**config.mk**
```make
export PLATFORM = sky130hd
export DESIGN_NAME = serv_csr_irq
export DESIGN_NICKNAME = d
export VERILOG_FILES = /design/src/rtl/serv_csr_irq.sv
export SDC_FILE = /design/constraint.sdc
export NUM_CORES = 1
export LEC_CHECK = 0
export ABC_AREA = 1
export CAP_MARGIN = 0
export CORE_UTILIZATION = 35
export CTS_CLUSTER_DIAMETER = 50
export DETAILED_ROUTE_END_ITERATION = 6
export HOLD_SLACK_MARGIN = 0.06
export PLACE_DENSITY = 0.57
export SLEW_MARGIN = 20
export SYNTH_ARGS = -nofsm -noshare
export SYNTH_HDL_FRONTEND = slang
export SYNTH_SLANG_ARGS = --single-unit
```
**constraint.sdc**
```tcl
create_clock -name i_clk -period 3.9 [get_ports i_clk]
set_input_delay 0.39 -clock i_clk [delete_from_list [all_inputs] [get_ports i_clk]]
set_output_delay 0.39 -clock i_clk [all_outputs]
set_load 0.01 [all_outputs]
```
**src/rtl/serv_csr_irq.sv**
```systemverilog
// serv_csr_irq: bit-serial machine-mode CSR unit owning mstatus, mie, mip and mcause.
// Samples interrupt lines, resolves priority and applies trap/mret side effects.
module serv_csr_irq #(
  parameter int unsigned W              = 1,
  parameter int unsigned NIRQ           = 3,
  parameter string       RESET_STRATEGY = "MINI"
) (
  input  logic            i_clk,
  input  logic            i_rst_n,
  input  logic            i_init,
  input  logic            i_en,
  input  logic            i_cnt_done,
  input  logic            i_trap,
  input  logic            i_mret,
  input  logic            i_e_op,
  input  logic            i_ebreak,
  input  logic            i_mem_op,
  input  logic            i_mem_cmd,
  input  logic [NIRQ-1:0] i_irq,
  input  logic            i_csr_en,
  input  logic [1:0]      i_csr_sel,
  input  logic [1:0]      i_csr_source,
  input  logic            i_csr_d_sel,
  input  logic [W-1:0]    i_rf_csr_out,
  input  logic [W-1:0]    i_csr_imm,
  input  logic [W-1:0]    i_rs1,
  output logic [W-1:0]    o_csr_in,
  output logic [W-1:0]    o_q,
  output logic            o_new_irq,
  output logic            o_irq_pending
);

  localparam int unsigned BEATS = 32 / W;
  localparam int unsigned CW    = $clog2(BEATS);

  logic [CW-1:0]   r_beat;
  logic            r_mst_mie;
  logic            r_mst_mpie;
  logic [NIRQ-1:0] r_mie;
  logic [NIRQ-1:0] r_mip;
  logic            r_mcause_int;
  logic [4:0]      r_mcause_code;
  logic            r_new_irq;
  logic [4:0]      r_irq_code;

  logic [4:0]      w_beat5;
  logic [4:0]      w_bit_ofs;
  logic [31:0]     w_mstatus32;
  logic [31:0]     w_mie32;
  logic [31:0]     w_mip32;
  logic [31:0]     w_mcause32;
  logic [31:0]     w_csr32;
  logic [W-1:0]    w_own;
  logic [W-1:0]    w_d;
  logic            w_wr;
  logic            w_trap;
  logic            w_mret;
  logic [NIRQ-1:0] w_pend;
  logic [4:0]      w_code;
  logic [4:0]      w_exc;
  logic            w_mst_mie_n;
  logic            w_mst_mpie_n;
  logic [NIRQ-1:0] w_mie_n;
  logic            w_mcause_int_n;
  logic [4:0]      w_mcause_code_n;
  logic            w_new_irq_n;
  logic [4:0]      w_irq_code_n;

  // Bit position in mie/mip of source k; equals its interrupt cause code.
  function automatic logic [4:0] irq_pos(input int unsigned k);
    if (k == 0)      return 5'd3;
    else if (k == 1) return 5'd7;
    else if (k == 2) return 5'd11;
    else             return 5'(k + 13);
  endfunction

  function automatic logic beat_hit(input logic [4:0] p, input logic [4:0] beat);
    return (p / 5'(W)) == beat;
  endfunction

  function automatic logic beat_pick(input logic [W-1:0] d, input logic [4:0] p);
    return 1'(d >> (p % 5'(W)));
  endfunction

  // Beat counter: restarts at 0 whenever the transfer is idle or completes.
  always_ff @(posedge i_clk or negedge i_rst_n) begin
    if (!i_rst_n)                 r_beat <= '0;
    else if (!i_en || i_cnt_done) r_beat <= '0;
    else                          r_beat <= r_beat + CW'(1);
  end

  assign w_beat5   = 5'(r_beat);
  assign w_bit_ofs = 5'(32'(r_beat) * W);
  assign w_wr      = i_csr_en & i_en;
  assign w_trap    = i_trap & i_cnt_done;
  assign w_mret    = i_mret & i_cnt_done;
  assign w_pend    = r_mip & r_mie;

  // 32-bit architectural views of the owned CSRs.
  always_comb begin
    w_mstatus32    = '0;
    w_mie32        = '0;
    w_mip32        = '0;
    w_mstatus32[3] = r_mst_mie;
    w_mstatus32[7] = r_mst_mpie;
    for (int unsigned k = 0; k < NIRQ; k++) begin
      w_mie32[irq_pos(k)] = r_mie[k];
      w_mip32[irq_pos(k)] = r_mip[k];
    end
    w_mcause32 = {r_mcause_int, 26'd0, r_mcause_code};
  end

  always_comb begin
    case (i_csr_sel)
      2'd0:    w_csr32 = w_mstatus32;
      2'd1:    w_csr32 = w_mie32;
      2'd2:    w_csr32 = w_mip32;
      default: w_csr32 = w_mcause32;
    endcase
  end

  assign w_own = W'(w_csr32 >> w_bit_ofs);
  assign o_q   = i_rf_csr_out | (w_wr ? w_own : '0);
  assign w_d   = i_csr_d_sel ? i_csr_imm : i_rs1;

  always_comb begin
    case (i_csr_source)
      2'd0:    o_csr_in = o_q;
      2'd1:    o_csr_in = w_d;
      2'd2:    o_csr_in = o_q | w_d;
      default: o_csr_in = o_q & ~w_d;
    endcase
  end

  // Priority: MEI > MSI > MTI > platform (highest platform index wins).
  always_comb begin
    w_code = '0;
    for (int unsigned k = 3; k < NIRQ; k++) begin
      if (w_pend[k]) w_code = irq_pos(k);
    end
    if (w_pend[1]) w_code = 5'd7;
    if (w_pend[0]) w_code = 5'd3;
    if (w_pend[2]) w_code = 5'd11;
  end

  always_comb begin
    w_exc = 5'd0;
    if (i_e_op)        w_exc = i_ebreak ? 5'd3 : 5'd11;
    else if (i_mem_op) w_exc = i_mem_cmd ? 5'd6 : 5'd4;
  end

  // Next state: CSR write first, then mret, then trap overriding the bits they touch.
  always_comb begin
    w_mst_mie_n     = r_mst_mie;
    w_mst_mpie_n    = r_mst_mpie;
    w_mie_n         = r_mie;
    w_mcause_int_n  = r_mcause_int;
    w_mcause_code_n = r_mcause_code;
    w_new_irq_n     = r_new_irq;
    w_irq_code_n    = r_irq_code;

    if (w_wr) begin
      case (i_csr_sel)
        2'd0: begin
          if (beat_hit(5'd3, w_beat5)) w_mst_mie_n  = beat_pick(o_csr_in, 5'd3);
          if (beat_hit(5'd7, w_beat5)) w_mst_mpie_n = beat_pick(o_csr_in, 5'd7);
        end
        2'd1: begin
          for (int unsigned k = 0; k < NIRQ; k++) begin
            if (beat_hit(irq_pos(k), w_beat5)) w_mie_n[k] = beat_pick(o_csr_in, irq_pos(k));
          end
        end
        2'd3: begin
          for (int unsigned b = 0; b < 5; b++) begin
            if (beat_hit(5'(b), w_beat5)) w_mcause_code_n[b] = beat_pick(o_csr_in, 5'(b));
          end
          if (beat_hit(5'd31, w_beat5)) w_mcause_int_n = beat_pick(o_csr_in, 5'd31);
        end
        default: ;
      endcase
    end

    if (w_trap) begin
      w_mst_mpie_n    = r_mst_mie;
      w_mst_mie_n     = 1'b0;
      w_mcause_int_n  = r_new_irq;
      w_mcause_code_n = r_new_irq ? r_irq_code : w_exc;
    end else if (w_mret) begin
      w_mst_mie_n  = r_mst_mpie;
      w_mst_mpie_n = 1'b1;
    end

    // A raised interrupt request is held until the trap that services it.
    if (w_trap) begin
      w_new_irq_n = 1'b0;
    end else if (i_cnt_done && !i_init && !r_new_irq) begin
      w_new_irq_n  = r_mst_mie & (|w_pend);
      w_irq_code_n = w_code;
    end
  end

  always_ff @(posedge i_clk) begin
    r_mcause_int  <= w_mcause_int_n;
    r_mcause_code <= w_mcause_code_n;
  end

  generate
    if (RESET_STRATEGY == "NONE") begin : g_noreset
      always_ff @(posedge i_clk) begin
        r_mst_mie  <= w_mst_mie_n;
        r_mst_mpie <= w_mst_mpie_n;
        r_mie      <= w_mie_n;
        r_mip      <= i_irq;
        r_new_irq  <= w_new_irq_n;
        r_irq_code <= w_irq_code_n;
      end
    end else begin : g_reset
      always_ff @(posedge i_clk or negedge i_rst_n) begin
        if (!i_rst_n) begin
          r_mst_mie  <= 1'b0;
          r_mst_mpie <= 1'b0;
          r_mie      <= '0;
          r_mip      <= '0;
          r_new_irq  <= 1'b0;
          r_irq_code <= '0;
        end else begin
          r_mst_mie  <= w_mst_mie_n;
          r_mst_mpie <= w_mst_mpie_n;
          r_mie      <= w_mie_n;
          r_mip      <= i_irq;
          r_new_irq  <= w_new_irq_n;
          r_irq_code <= w_irq_code_n;
        end
      end
    end
  endgenerate

  assign o_new_irq     = r_new_irq;
  assign o_irq_pending = |w_pend;

endmodule
```
# Word-level counts from Yosys, hierarchy flattened

Index checks and enable logic that the tools add are counted.

Add/subtract/negate cells: 1
Multipliers: 0
Shift operators: 1
Mux-type cells: 42
Reduce and logical (&&, ||, !) cells: 35
Eq/ne operators: 14
Bitwise logic cells: 10
Order comparisons: 0
Divide/modulo/power cells: 0

Operator list:

| kind                  | number |
|---|---|
| $pmux W32 S3          | 1 |
| $mux W5               | 13 |
| $reduce_and A3 Y1     | 11 |
| $shr A32 B5 Y1        | 1 |
| $mux W1               | 22 |
| $reduce_bool A2 Y1    | 9 |
| $eq A5 B5 Y1          | 3 |
| $reduce_bool A3 Y1    | 4 |
| $eq A2 B5 Y1 const A  | 2 |
| $eq A3 B5 Y1 const A  | 2 |
| $mux W4               | 2 |
| $eq A2 B2 Y1 const B  | 3 |
| $mux W3               | 2 |
| $add A5 B1 Y5 const B | 1 |
| $and A1 B1 Y1         | 5 |
| $eq A1 B5 Y1 const A  | 1 |
| $eq A5 B5 Y1 const A  | 1 |
| $logic_not A5 Y1      | 1 |
| $eq A2 B1 Y1 const B  | 2 |
| $logic_not A2 Y1      | 2 |
| $and A3 B3 Y3         | 1 |
| $logic_not A1 Y1      | 3 |
| $pmux W1 S3           | 1 |
| $reduce_or A3 Y1      | 1 |
| other kinds (6)       | 9 |

Register bits after elaboration: 25
Memories kept: 0
Bits in latches: 0
RAM bits: 0
Memory bits (read-only): 0
Input bits: 23
Output and inout port bits: 4

# Longest topological paths before layout

Depth in word-level cells: 12
Gate-level depth with buffers: 16
Depth with buffers taken out: 15

# Worst setup path before layout

Ideal clock, no wire load.

Kind: input port to output port
From: input port i_csr_sel[1]
To: output port o_csr_in
Setup slack: 2.210 ns
Arrival: 1.300 ns
Data required time: 3.510 ns
Buffers on the path: 1
Stages: 14
Path through: buf_6 inv_1 nand3_1 nand2_1 inv_1 nand2_1 nand3_1 nand2_1 nand2_1 nand2_1 nand2_2 nand3_2 nand2_1 inv_1

Cells in the longest elaborated chain, start to end: 7

RTL lines:

| item                                                 | RTL line | text |
|---|---|---|
| start, declared                                      | 21       | `input logic [1:0] i_csr_sel,` |
| $eq A2 B2 Y1 (tied with other cells)                 | 114      | `case (i_csr_sel)` |
| $pmux W32 S3 *                                       | 114      |  |
| $shr A32 B5 Y1 *                                     | 122      | `assign w_own = W'(w_csr32 >> w_bit_ofs);` |
| $mux W1 *                                            | 123      | `assign o_q = i_rf_csr_out \| (w_wr ? w_own : '0);` |
| $or A1 B1 Y1 *                                       | 123      |  |
| $and A1 B1 Y1 / $or A1 B1 Y1 (equally long branches) | 131, 130 |  |
| $pmux W1 S3 *                                        | 127      | `case (i_csr_source)` |
| end, declared                                        | 27       | `output logic [W-1:0] o_csr_in,` |

Mark *: on every way between the ends. The rest lies on a longest branch, timed or not.

# Final worst setup path

Ends and elaborated chain as after synthesis.

==> reports/metrics.csv <==
metric,value,unit
status,finished clean,
syn_inst,185,
final_antenna_net_count,0,
holdCritPathClass,flip-flop to flip-flop,
worst_pin_slew,0.787,ns
numCtsBuffers,3,
ios,27,
min_path_cells,2,
clock.fmax,0.359,GHz
cts.repair.resized,0,
dieWidth,65.2,um
vias_per_cell,5.09,
power_density,290,nW/um2
setup_viol,0,
slowest_stage,clkdlybuf4s50_1,
first_pass_iters,4,
path_clk_slew,0.08,ns
cp-end-kind,output port,
synth.avg_cell_area,7.55,um2
die_h,65.2,um
seq_area,606,um2
clock-sinks,23,
maxSlewViolCount,0,
syn_to_final_growth,25.3,%
critical_path_class,input pin to output port,
critPathMaxStageDelay,0.61,ns
r2r_setup_slack,2.18,ns
synth_async_sr_flop_share,0.739,
row_count,22,
fin_hold_ws,0.496,ns
peakVddDrop,0.176,mV
grt_pass1_vias,1275,
track_usage,0.174,
gp_congestion,0.830,
final.period_utilization,0.714,
cp-start-kind,input pin,
finalHoldViolations,0,
seq_area_frac_synth,0.434,
rsz0062_at_grt,false,
clk_latency,0.27,ns
arrival,2.39,ns
avgRoutedWirePerCell,12.4,um
ys.flop_type,dfrtp_1,
antenna-diode-count,0,
drive_above_1_share,0.0610,
hold_start,r_irq_code[1],
vias,1328,
syn-cell-area,1400,um2
dp_hpwl,2620,um
gr-total-overflow,0,
worstReg2RegStart,r_beat[0],
hold_path_end,r_irq_code[1],
critPathTopFamily,buffers and inverters,
synth_edf_count,6,
antenna_found_initial,0,
cp_cell_sequence,clkdlybuf4s50_1 > inv_1 > nand3_1 > nand2_1 > inv_1 > nand2_1 > nand3_1 > nand2_1 > nand2_1 > nand2_1 > nand2_2 > nand3_2 > nand2_1 > inv_1 > clkdlybuf4s50_1,
dr.first_iter.drc_count,101,
finClkSkew,0.00529,ns
slew_headroom,0.474,
initial_core_util,0.373,
ys_types,25,
postCtsHoldBufs,0,
period_needed,2.78,ns
totalWireLength,3230,um
grt_pass1_wl,5620,um
startpoint,i_csr_sel[1],
io_buffers,26,
cts-root-buf,clkbuf_8,
coreArea,3740,um2
tns,0,ns
p_leak,0.820,nW
ys_ff_latch,23,
die_area,4250,um2
syn_nets,213,
cp.required,3.51,ns
worstPathMaxFanout,8,
cp_num_buf_inv,5,
postCtsSetupBuffers,0,
multi_input_area,671,um2
path_common_cell,nand2_1,
cts_tree,done,
cts.path.max_buffers,2,
ys_warn_count,0,
p_total,507,uW
num-fill-cells,378,
rr_worst_depth,13,
finalNetCount,242,
grt_start_max_net_pins,18,
cap_violations,0,
cts_max_level,1,
drc_errors,0,
r2r-end,r_mcause_code[2],
==> synth_stat cells, drive strengths merged, types with 2 or more instances <==
cell	number	share of area
nor2	11	0.030
ha	5	0.045
a21oi	12	0.046
a31oi	3	0.013
nand2	54	0.15
nand3	25	0.11
o211ai	3	0.016
nor3	4	0.018
inv	28	0.075
edfxtp	6	0.13
nand4	2	0.0090
dfrtp	17	0.30
o21ai	10	0.036
==> where the power goes <==
part           switching, mW  leakage, nW  internal, mW
registers            0.00788        0.282         0.260
logic                 0.0476        0.512        0.0412
clock network         0.0774       0.0260        0.0728
==> tightest hold or removal path: cells and delay by family, from the launching register on <==
| family | cells | cell delay [ns] |
|---|---|---|
| simple gates | 2 | 0.11 |
| flops | 1 | 0.36 |
==> logic make-up (layout without fill, tap and decap cells) <==
family          Yosys count  count (layout)  share of synthesized area
compound gates           29              29                      0.116
fa+ha+maj                 5               5                     0.0448
buf+inv                  30              58                     0.0860
flops                    23              23                      0.434
simple gates             98              98                      0.319
==> per-layer routing <==
layer | up-vias | global-route usage | part of all wire
li1 | 663 | - | -
met4 | 0 | 0.0326 | 0.0074
met3 | 4 | 0.0365 | 0.058
met5 | - | 0 | 0
met1 | 627 | 0.221 | 0.44
met2 | 34 | 0.303 | 0.49
==> how the worst max path moves through the flow <==
| stage | end | slack (ns) | cells past startpoint |
|---|---|---|---|
| 2_1_floorplan | o_csr_in | 2.21 | 14 |
| 3_3_place_gp | o_csr_in | 1.15 | 15 |
| 3_5_place_dp | o_csr_in | 1.12 | 15 |
| 4_1_cts | o_csr_in | 1.11 | 13 |
| 5_1_grt | o_csr_in | 0.90 | 15 |
| 6_report | o_csr_in | 1.12 | 15 |
==> stage by stage <==
step,utilization,std cells,setup WS [ns],instance area [um2]
6_report,0.467,261,1.12,1750
5_1_grt,0.467,261,0.898,1750
4_1_cts,0.467,261,1.11,1750
3_5_place_dp,0.455,257,1.12,1700
3_3_place_gp,0.455,257,1.15,1700
2_1_floorplan,-,185,2.21,1400
==> cell usage in the layout (no fill, tap or decap) <==
cell type        count
nand2_1             53
clkdlybuf4s50_1     26
inv_1               25
nand3_1             22
dfrtp_1             17
nor2_1              11
a21oi_1             11
o21ai_0              9
edfxtp_1             6
ha_1                 5
inv_2                3
nor3_1               3
o211ai_1             3
a31oi_1              3
clkbuf_8             3
nand3_2              2
nand4_1              2
a21oi_2              1
nand2_2              1
nand3_4              1
nor3b_1              1
o31ai_1              1
nor4_1               1
nor3_2               1
o21ai_1              1
inv_4                1
==> cell type report <==
class	count	share of cell area
sequential	23	0.346
tap	48	0.0343
timing repair buffer	26	0.149
inverter	28	0.0601
clock buffer	3	0.0236
clock inverter	1	0.00358
multi-input combinational	132	0.383
==> state kept, by name (all words and copies together), names as in the netlist <==
signal	cells
r_irq_code	3
o_new_irq	1
r_mcause_code	5
r_mip	3
r_mst_mpie	1
r_beat	5
r_mst_mie	1
r_mie	3
r_mcause_int	1
Power figures use the tool's default switching activity.
